`config.mk`:
```
export PLATFORM = sky130hd
export DESIGN_NAME = writeback_stage
export DESIGN_NICKNAME = d
export VERILOG_FILES = /design/src/rtl/cpu_pkg.sv /design/src/rtl/sync2.sv /design/src/rtl/writeback_stage.sv
export SDC_FILE = /design/constraint.sdc
export NUM_CORES = 1
export LEC_CHECK = 0
export BUFFER_PORTS_ARGS = -buffer_cell sky130_fd_sc_hd__buf_2
export CAP_MARGIN = 20
export CORE_ASPECT_RATIO = 0.8
export CORE_UTILIZATION = 42
export CTS_BUF_LIST = sky130_fd_sc_hd__clkbuf_4
export DETAILED_ROUTE_END_ITERATION = 8
export PLACE_DENSITY = 0.64
export SLEW_MARGIN = 20
export SYNTH_ARGS = -nofsm -noshare
export SYNTH_HDL_FRONTEND = slang
export SYNTH_SLANG_ARGS = --single-unit
export TNS_END_PERCENT = 1
```
`constraint.sdc`:
```
create_clock -name clk -period 9.3 [get_ports clk]
set_clock_uncertainty 0.2 [all_clocks]
set_input_delay 0.465 -clock clk [delete_from_list [all_inputs] [get_ports clk]]
set_output_delay 0.465 -clock clk [all_outputs]
set_load 0.02 [all_outputs]
```
`src/rtl/cpu_pkg.sv`:
```
// Shared CPU types: datapath widths, WB result-select encoding and
// the decoded control bundle latched into the EX->WB register.
package cpu_pkg;

  localparam int WIDTH = 32;
  localparam int RADDR = 5;

  // Register-file write-data source in WB.
  typedef enum logic [1:0] {
    RS_LO   = 2'b00,
    RS_GPIO = 2'b01,
    RS_MFLO = 2'b10,
    RS_MFHI = 2'b11
  } regsel_t;

  typedef struct packed {
    logic             regwrite;
    regsel_t          regsel;
    logic             enhilo;
    logic             gpio_we;
    logic [RADDR-1:0] waddr;
  } wb_ctrl_t;

endpackage

```
`src/rtl/sync2.sv`:
```
// Parameterised-width two-flop synchroniser with async active-high reset.
// Ports: clk, rst, i_d (async input), o_q (synchronised, 2-cycle latency).
module sync2 #(
  parameter int W = 32
) (
  input  logic         clk,
  input  logic         rst,
  input  logic [W-1:0] i_d,
  output logic [W-1:0] o_q
);

  logic [W-1:0] r_meta;
  logic [W-1:0] r_sync;

  always_ff @(posedge clk or posedge rst) begin
    if (rst) begin
      r_meta <= '0;
      r_sync <= '0;
    end else begin
      r_meta <= i_d;
      r_sync <= r_meta;
    end
  end

  assign o_q = r_sync;

endmodule

```
`src/rtl/writeback_stage.sv`:
```
// EX->WB pipeline register plus commit: register-file write port,
// architectural HI/LO, GPIO output register and gpio_in synchroniser.
// Inputs : clk, rst, ex_* (decoded EX slot), gpio_in, stall, flush.
// Outputs: wb_we/wb_waddr/wb_wdata (regfile port), wb_valid,
//          hi_q, lo_q, gpio_out.
module writeback_stage #(
  parameter int WIDTH = cpu_pkg::WIDTH,
  parameter int RADDR = cpu_pkg::RADDR
) (
  input  logic             clk,
  input  logic             rst,
  input  logic             ex_valid,
  input  logic             ex_regwrite,
  input  logic [1:0]       ex_regsel,
  input  logic             ex_enhilo,
  input  logic             ex_gpio_we,
  input  logic [RADDR-1:0] ex_waddr,
  input  logic [WIDTH-1:0] ex_alu_lo,
  input  logic [WIDTH-1:0] ex_alu_hi,
  input  logic [WIDTH-1:0] ex_rt_data,
  input  logic [WIDTH-1:0] gpio_in,
  input  logic             stall,
  input  logic             flush,
  output logic             wb_we,
  output logic [RADDR-1:0] wb_waddr,
  output logic [WIDTH-1:0] wb_wdata,
  output logic             wb_valid,
  output logic [WIDTH-1:0] hi_q,
  output logic [WIDTH-1:0] lo_q,
  output logic [WIDTH-1:0] gpio_out
);

  import cpu_pkg::*;

  wb_ctrl_t         w_ex_ctrl;
  wb_ctrl_t         r_ctrl;
  logic             r_valid;
  logic [WIDTH-1:0] r_alu_lo;
  logic [WIDTH-1:0] r_alu_hi;
  logic [WIDTH-1:0] r_rt_data;

  logic [WIDTH-1:0] r_hi;
  logic [WIDTH-1:0] r_lo;
  logic [WIDTH-1:0] r_gpio_out;

  logic [WIDTH-1:0] w_gpio_sync;
  logic             w_commit;
  logic [WIDTH-1:0] w_wdata;

  sync2 #(
    .W (WIDTH)
  ) u_gpio_sync (
    .clk (clk),
    .rst (rst),
    .i_d (gpio_in),
    .o_q (w_gpio_sync)
  );

  always_comb begin
    w_ex_ctrl          = '0;
    w_ex_ctrl.regwrite = ex_regwrite;
    w_ex_ctrl.regsel   = regsel_t'(ex_regsel);
    w_ex_ctrl.enhilo   = ex_enhilo;
    w_ex_ctrl.gpio_we  = ex_gpio_we;
    w_ex_ctrl.waddr    = ex_waddr;
  end

  // Flush beats stall: a flushed slot must never commit later.
  always_ff @(posedge clk or posedge rst) begin
    if (rst) begin
      r_valid   <= 1'b0;
      r_ctrl    <= '0;
      r_alu_lo  <= '0;
      r_alu_hi  <= '0;
      r_rt_data <= '0;
    end else if (flush) begin
      r_valid <= 1'b0;
    end else if (!stall) begin
      r_valid   <= ex_valid;
      r_ctrl    <= w_ex_ctrl;
      r_alu_lo  <= ex_alu_lo;
      r_alu_hi  <= ex_alu_hi;
      r_rt_data <= ex_rt_data;
    end
  end

  assign w_commit = r_valid & ~stall;

  // HI/LO and GPIO change at the edge closing the commit cycle, so a
  // following mfhi/mflo in WB already sees the new value.
  always_ff @(posedge clk or posedge rst) begin
    if (rst) begin
      r_hi       <= '0;
      r_lo       <= '0;
      r_gpio_out <= '0;
    end else begin
      if (w_commit && r_ctrl.enhilo) begin
        r_hi <= r_alu_hi;
        r_lo <= r_alu_lo;
      end
      if (w_commit && r_ctrl.gpio_we) begin
        r_gpio_out <= r_rt_data;
      end
    end
  end

  always_comb begin
    w_wdata = r_alu_lo;
    unique case (r_ctrl.regsel)
      RS_LO:   w_wdata = r_alu_lo;
      RS_GPIO: w_wdata = w_gpio_sync;
      RS_MFLO: w_wdata = r_lo;
      RS_MFHI: w_wdata = r_hi;
      default: w_wdata = r_alu_lo;
    endcase
  end

  // $0 is hardwired zero; never present a write to it.
  assign wb_we    = w_commit & r_ctrl.regwrite & (r_ctrl.waddr != '0);
  assign wb_waddr = r_ctrl.waddr;
  assign wb_wdata = w_wdata;
  assign wb_valid = r_valid;
  assign hi_q     = r_hi;
  assign lo_q     = r_lo;
  assign gpio_out = r_gpio_out;

endmodule

```
# Word level (Yosys, flattened, before mapping)
# Cells that the tools add are included.
# Widths: inputs -> output; s select.
# totals
output_inout_bits	135
reg_bits	267
# classes
mux	3
eq_ne	4
bitwise_logic	5
reduce_logical	5
# ops
op	count
$pmux 32 s4	1
$reduce_bool 5->1	1
$eq 2x2->1 const B	2
$and 1x1->1	3
$eq 2x1->1 const B	1
$logic_and 1x1->1	2
$logic_not 2->1	1
$mux 1	2
$ne 2x1->1 const B	1
$not 1->1	2
$reduce_and 2->1	1

# Longest topological paths before layout
# Gate-level depths: netlist of the first run.
# depth
ltp_word	4
depth_mapped	4

# By module
# Synthesis of the first run repeated with hierarchy kept, for this count alone.
# unflattened
hier_cells	546
hier_area_um2	10256.1
# modules_own_cells
mod	seq_area_each_um2	cells_per_inst	instances	area_each_um2
writeback_stage	5079.9	481	1	8650.8
sync2	1601.5	65	1	1605.3

# Worst setup path before layout of the first run
# Ideal clock, no wire load.
# synth_path
kind	flip-flop to output port
startpoint	register r_ctrl[8] (netlist bit)
endpoint	output wb_wdata[0]
stages_incl_launch_ff	4
arrival_time_ps	1280
path_buffers	2
t_required_ps	8635
path_slack_ps	7355
path_cell_list	dfrtp_1 > buf_2 > buf_4 > mux4_2
# synth_via
elab_chain_cells	2
word_cells_on_any_way	5
# synth_lines
item	line_no	rtl
start: declaration	writeback_stage.sv:36	wb_ctrl_t r_ctrl;
start signal: assignment	writeback_stage.sv:80	r_ctrl <= w_ex_ctrl;
$eq 2x2->1 (tied with other cells)	writeback_stage.sv:109	unique case (r_ctrl.regsel)
$pmux 32 s4 (*)	writeback_stage.sv:109	
end: declaration	writeback_stage.sv:26	output logic [WIDTH-1:0] wb_wdata,
# Mark *: on every way between the ends. The rest lies on a longest branch, timed or not.

# Worst setup path after layout of the first run
# layout_path
startpoint	register r_ctrl[8] (netlist bit)
endpoint	output wb_wdata[29]
# Same word-level chain as after synthesis.

==> results.toml, run 1 <==
[drt]
drc_errors = 0
vias = 6404
ant_nets = 0
avgViaCountPerCell = 4.71
wl_per_cell_um = 17.4
drt-total-wl_um = 23700
drtIter0Drc = 286
dr.pass1.iters = 4

[grt]
grt-ovfl-total = 0
grt_max_degree = 142
grt_pass1_wl_um = 37900
use_met2_pct = 31.6
met1_usage_pct = 23.9
track_usage_pct = 19.4
top_usage_layer = "met2"
grt_util_met3_pct = 6.32
first_global_vias = 7254
grt_antenna_before_repair = 0

[pwr]
irDropWorstVdd_uv = 146
combPwrFrac_pct = 29.2
clock_power_share_pct = 27.6
swShare_pct = 32.1
switchingPower_uw = 1190
internal_power_uw = 2520
power.leakage_uw = 0.00683
p_seq_share_pct = 43.3
powerDensity_mw_per_mm2 = 263

[cells_and_area]
area_delta_synth_final_pct = 37.8
fillers = 1864
drive_gt1_share_pct = 59.7
final_common_cell = "buf_2"
fin_nets = 1150
antenna_cells = 0
most-common-layout-cells = "buf_2 (277), dfrtp_1 (265), mux2_2 (142)"
fin_area_mm2 = 0.0141

[critical_path]
timing.rr.start = "wb_valid"
worstPathArrival_ps = 2480
path_class = "reg -> out"
crit_required_ps = 8640
cp-end-kind = "primary output"
start_kind = "flop"
rr_worst_depth = 4
crit_fanout = 24
r2r_end = "hi_q[27]"
r2r_slack_ps = 6870

[timing]
tns_ps = 0
fin_crit_sh_pct = 33.9
grt_setup_unrepaired = "false"
fin_crit_ps = 3150
finalSetupViolations = 0
timing.hold.ws_ps = 136
maxSlewHeadroom_pct = 35.7
final_max_slew_viol_count = 0
fmax_mhz = 318
worstMarginPinSlew_ps = 964
hold_violations = 0

[clocking]
clock_latency_ps = 600
cts_resized = 0
cts_made_buffers = 70
htree_levels = 3
clock-root-buffer = "clkbuf_4"
path_clk_slew_ps = 60
cts_sinks = 267
cts_tree = "done"
clockBufferDepth = 3

[synth]
synth_warnings = 0
synth-seq-cells = 267
syn_area_mm2 = 0.0102
syn_nets = 688
synth_cell_type_count = 16
synth_area_per_cell_um2 = 18.8
synth_cells = 545
yosysSeqAreaShare_pct = 65.2

[worst_hold_path]
min-delay-start = "u_gpio_sync.r_meta[13]"
hold_path.class = "reg -> reg"
min_to = "u_gpio_sync.o_q[13]"
holdPathStages = 0

[floorplanning]
initial_core_util_pct = 43.3
die_y_um = 142
design.core.area_mm2 = 0.0236
io_pins = 278
die-area_mm2 = 0.0250
core.rowCount = 50
die_x_um = 177

[placement]
dp_hpwl_um = 14500
io_buffer_count = 277
place_congestion = 0.772
postPlaceCellArea_mm2 = 0.0118

[run_status]
outcome = "complete, no violations"

[run]
max_cap_viol_count = 0
metrics by stage:
stage / worst slack [ps] / utilization [%] / total power (uW) / cells
final: 6150 / 59.7 / 3710 / 1361
after global routing: 5910 / 59.7 / 3910 / 1361
after CTS: 5990 / 59.7 / 3760 / 1361
after detailed placement: 6410 / 50.0 / 2670 / 1106
after global placement: 6490 / 50.0 / 2630 / 1106
after floorplan: 1280 / - / 2300 / 545
synthesized netlist by cell type:
library cell	count	area, um^2
mux2i_1	1	10.0
nand3b_1	2	15.0
clkbuf_1	2	7.51
mux4_2	32	721
buf_4	10	75.1
nor2_1	2	7.51
nor2_2	1	6.26
a21oi_1	1	5.00
buf_6	13	146
mux2_4	60	901
mux2_2	142	1600
dfrtp_1	267	6680
nand3b_2	1	11.3
inv_1	1	3.75
nor3_1	1	5.00
buf_2	9	45.0
registers in the layout (all words and copies together) (netlist names):
name / count
u_gpio_sync.o_q: 32
gpio_out: 32
wb_waddr: 5
u_gpio_sync.r_meta: 32
r_alu_lo: 32
hi_q: 32
r_rt_data: 32
wb_valid: 1
r_ctrl: 5
r_alu_hi: 32
lo_q: 32
cell type report:
class	instances	area (um^2)	area share [%]
sequential	267	6680	47.4
timing repair buffer	424	2860	20.2
clock inverter	15	138	0.976
tap	312	390	2.77
multi-input combinational	243	3290	23.3
clock buffer	99	743	5.27
inverter	1	11.3	0.0798
worst max path at each step:
stage	slack (ps)	from	cells after the start	to
finish	6150	r_ctrl[8]	3	wb_wdata[29]
global route	5910	r_ctrl[8]	3	wb_wdata[29]
CTS	5990	r_ctrl[8]	3	wb_wdata[29]
detailed placement	6410	stall	5	r_rt_data[0]
global placement	6490	stall	5	r_rt_data[6]
floorplan	1280	rst	1	gpio_out[0]
repair_timing:
item,4_1_cts,5_1_grt
setup buffers,0,0
hold buffers,141,0
hold endpoints to repair,265,0
kinds of logic after synthesis:
group	after synthesis	share of synthesized area (%)
AND/OR/NAND/NOR	7	0.440
multiplexers	235	31.5
AO/OA/AOI/OAI	1	0.0488
flip-flops	267	65.2
buffers and inverters	35	2.71
critical path, cell delays in order, from the launching register on:
cell and delay, ps:
dfrtp_2 570, buf_4 520, mux4_2 590, buf_2 180
metal layers:
layer  part of all wire [%]  wire length [um]
met2                     50             11700
met4                    2.0               479
met3                    7.0              1660
met1                     41              9810
met5                      0                 0
power groups by stage:
stage / clock network [uW] / registers [uW] / logic, uW
finish: 1020 / 1610 / 1080
global route: 1120 / 1640 / 1150
CTS: 1060 / 1610 / 1090
detailed placement: 0 / 1630 / 1040
global placement: 0 / 1600 / 1030
floorplan: 0 / 1790 / 508
Note: power is estimated with default switching activity, not from simulation.
==> inputs of run 2 (changes only) <==
--- a/config.mk
+++ b/config.mk
@@ -11,7 +11,7 @@
 export CORE_UTILIZATION = 42
 export CTS_BUF_LIST = sky130_fd_sc_hd__clkbuf_4
 export DETAILED_ROUTE_END_ITERATION = 8
-export PLACE_DENSITY = 0.64
+export PLACE_DENSITY = 0.67
 export SLEW_MARGIN = 20
 export SYNTH_ARGS = -nofsm -noshare
 export SYNTH_HDL_FRONTEND = slang
==> constraint.sdc (replaced) <==
create_clock -name clk -period 2.7 [get_ports clk]
set_clock_uncertainty 0.2 [all_clocks]
set_input_delay 0.135 -clock clk [delete_from_list [all_inputs] [get_ports clk]]
set_output_delay 0.135 -clock clk [all_outputs]
set_load 0.02 [all_outputs]
==> run 2 against run 1 <==
Against the previous run:
- count of clock-buffer cells in the layout did not move
- non-clock buffer count is 80 higher
- sequential cell count is the same
- critical path depth unchanged
- critical path type unchanged
- critical endpoint is now wb_wdata[12]
- largest cell class unchanged
==> results.toml, run 2 (synthesis gave the netlist of run 1 again) <==
[run_status]
outcome = "complete, no violations"

[timing]
finalSetupViolations = 0
worstMarginPinSlew_ps = 601
hold_violations = 0
fmax_mhz = 403
grt_setup_unrepaired = "false"
fin_crit_ps = 2480
fin_ws_ps = 221
timing.hold.ws_ps = 81.4
final_max_slew_viol_count = 0
fin_crit_sh_pct = 91.8
maxSlewHeadroom_pct = 59.9

[placement]
post-place-ws_ps = 740
dp_hpwl_um = 15000
place_congestion = 0.777
io_buffer_count = 277
postPlaceCellArea_mm2 = 0.0119

[clocking]
cts_tree = "done"
clock-root-buffer = "clkbuf_4"
htree_levels = 3
cts_made_buffers = 70
post_cts_buffers = 0
clockBufferDepth = 3
cts_sinks = 267
path_clk_slew_ps = 70
clock_latency_ps = 630

[pwr]
powerDensity_mw_per_mm2 = 864
clock_power_share_pct = 26.7
p_seq_share_pct = 43.2
internal_power_uw = 8740
power.leakage_uw = 0.00718
combPwrFrac_pct = 30.1
swShare_pct = 32.3
irDropWorstVdd_uv = 558
p_total_uw = 12900
switchingPower_uw = 4170

[critical_path]
crit_required_ps = 2370
start_kind = "flop"
cp-end-kind = "primary output"
path_class = "reg -> out"
crit_fanout = 27
rr_worst_depth = 3
r2r_slack_ps = 960
timing.rr.start = "wb_valid"
r2r_end = "gpio_out[14]"
worstPathArrival_ps = 2140

[worst_hold_path]
hold_path.class = "in -> reg"
holdPathStages = 3
min_to = "r_alu_lo[27]"
min-delay-start = "ex_alu_lo[27]"

[drt]
drtIter0Drc = 239
drt-total-wl_um = 25300
wl_per_cell_um = 17.6
avgViaCountPerCell = 4.72
vias = 6807
ant_nets = 0
drc_errors = 0
dr.pass1.iters = 4

[cells_and_area]
most-common-layout-cells = "buf_2 (277), dfrtp_1 (265), dlygate4sd3_1 (216)"
area_delta_synth_final_pct = 45.8
drive_gt1_share_pct = 55.8
fillers = 1766
final_common_cell = "buf_2"
fin_nets = 1230
utilization_pct = 63.1
fin_area_mm2 = 0.0149

[floorplanning]
io_pins = 278
die_x_um = 177
initial_core_util_pct = 43.3
die_y_um = 142
design.core.area_mm2 = 0.0236
die-area_mm2 = 0.0250
core.rowCount = 50

[run]
max_cap_viol_count = 0

[grt]
grt_max_degree = 109
first_global_vias = 7630
track_usage_pct = 21.1
grt_pass1_wl_um = 40900
grt-ovfl-total = 0
grt_antenna_before_repair = 1
[run 2: cell count changes in the layout (fill, tap and decap cells not counted), moves of 2 or more]
cell / delta
dlygate4sd3_1: +75
inv_2: +2
buf_12: +5
clkinv_2: -2
[run 2: final cells by class]
class	count	area (um^2)	area share, %
Antenna cell	1	2.50	0.0168
Clock buffer	99	743	4.98
Tap cell	312	390	2.61
Inverter	1	7.51	0.0503
Clock inverter	15	109	0.729
Sequential cell	267	6690	44.8
Multi-Input combinational cell	243	3290	22.0
Timing Repair Buffer	504	3710	24.8
[run 2: metrics by stage]
step	TNS, ps	cells
2_1_floorplan	-309850	545
3_3_place_gp	0	1111
3_5_place_dp	0	1111
4_1_cts	0	1441
5_1_grt	0	1442
6_report	0	1442
[run 2: timing repair]
action / in CTS / in global routing
hold endpoints to repair: 411 / 0
resized for setup: 0 / 1
setup endpoints to repair: 0 / 1
hold buffers: 216 / 0
[run 2: routing by layer]
layer / vias to the layer above / share of wire, % / global-route usage, %
li1: 3088 / - / -
met1: 3435 / 43 / 27.3
met2: 244 / 49 / 33.7
met3: 40 / 6.6 / 6.48
met4: 0 / 1.7 / 7.49
met5: - / 0 / 0
[run 2: worst max-delay path, cell delays in order (launching register included)]
cell	delay [ps]
dfrtp_2	500
buf_12	290
mux4_2	550
buf_2	180
[run 2: how the worst max path moves through the flow]
stage               from      endpoint  slack (ps)  depth (start not counted)
2_1_floorplan        rst   gpio_out[0]       -1160                          1
3_3_place_gp   r_ctrl[7]  wb_wdata[12]         770                          3
3_5_place_dp   r_ctrl[7]  wb_wdata[12]         740                          3
4_1_cts        r_ctrl[7]  wb_wdata[12]          30                          3
5_1_grt        r_ctrl[8]  wb_wdata[12]          60                          3
6_report       r_ctrl[8]  wb_wdata[12]         220                          3
[run 2: power by group through the flow]
stage,registers (uW),clock network (uW),logic [uW]
after floorplan,6160,0,1750
after global placement,5590,0,3500
after detailed placement,5620,0,3560
after CTS,5570,3540,3880
after global routing,5690,3810,4130
final,5580,3440,3880
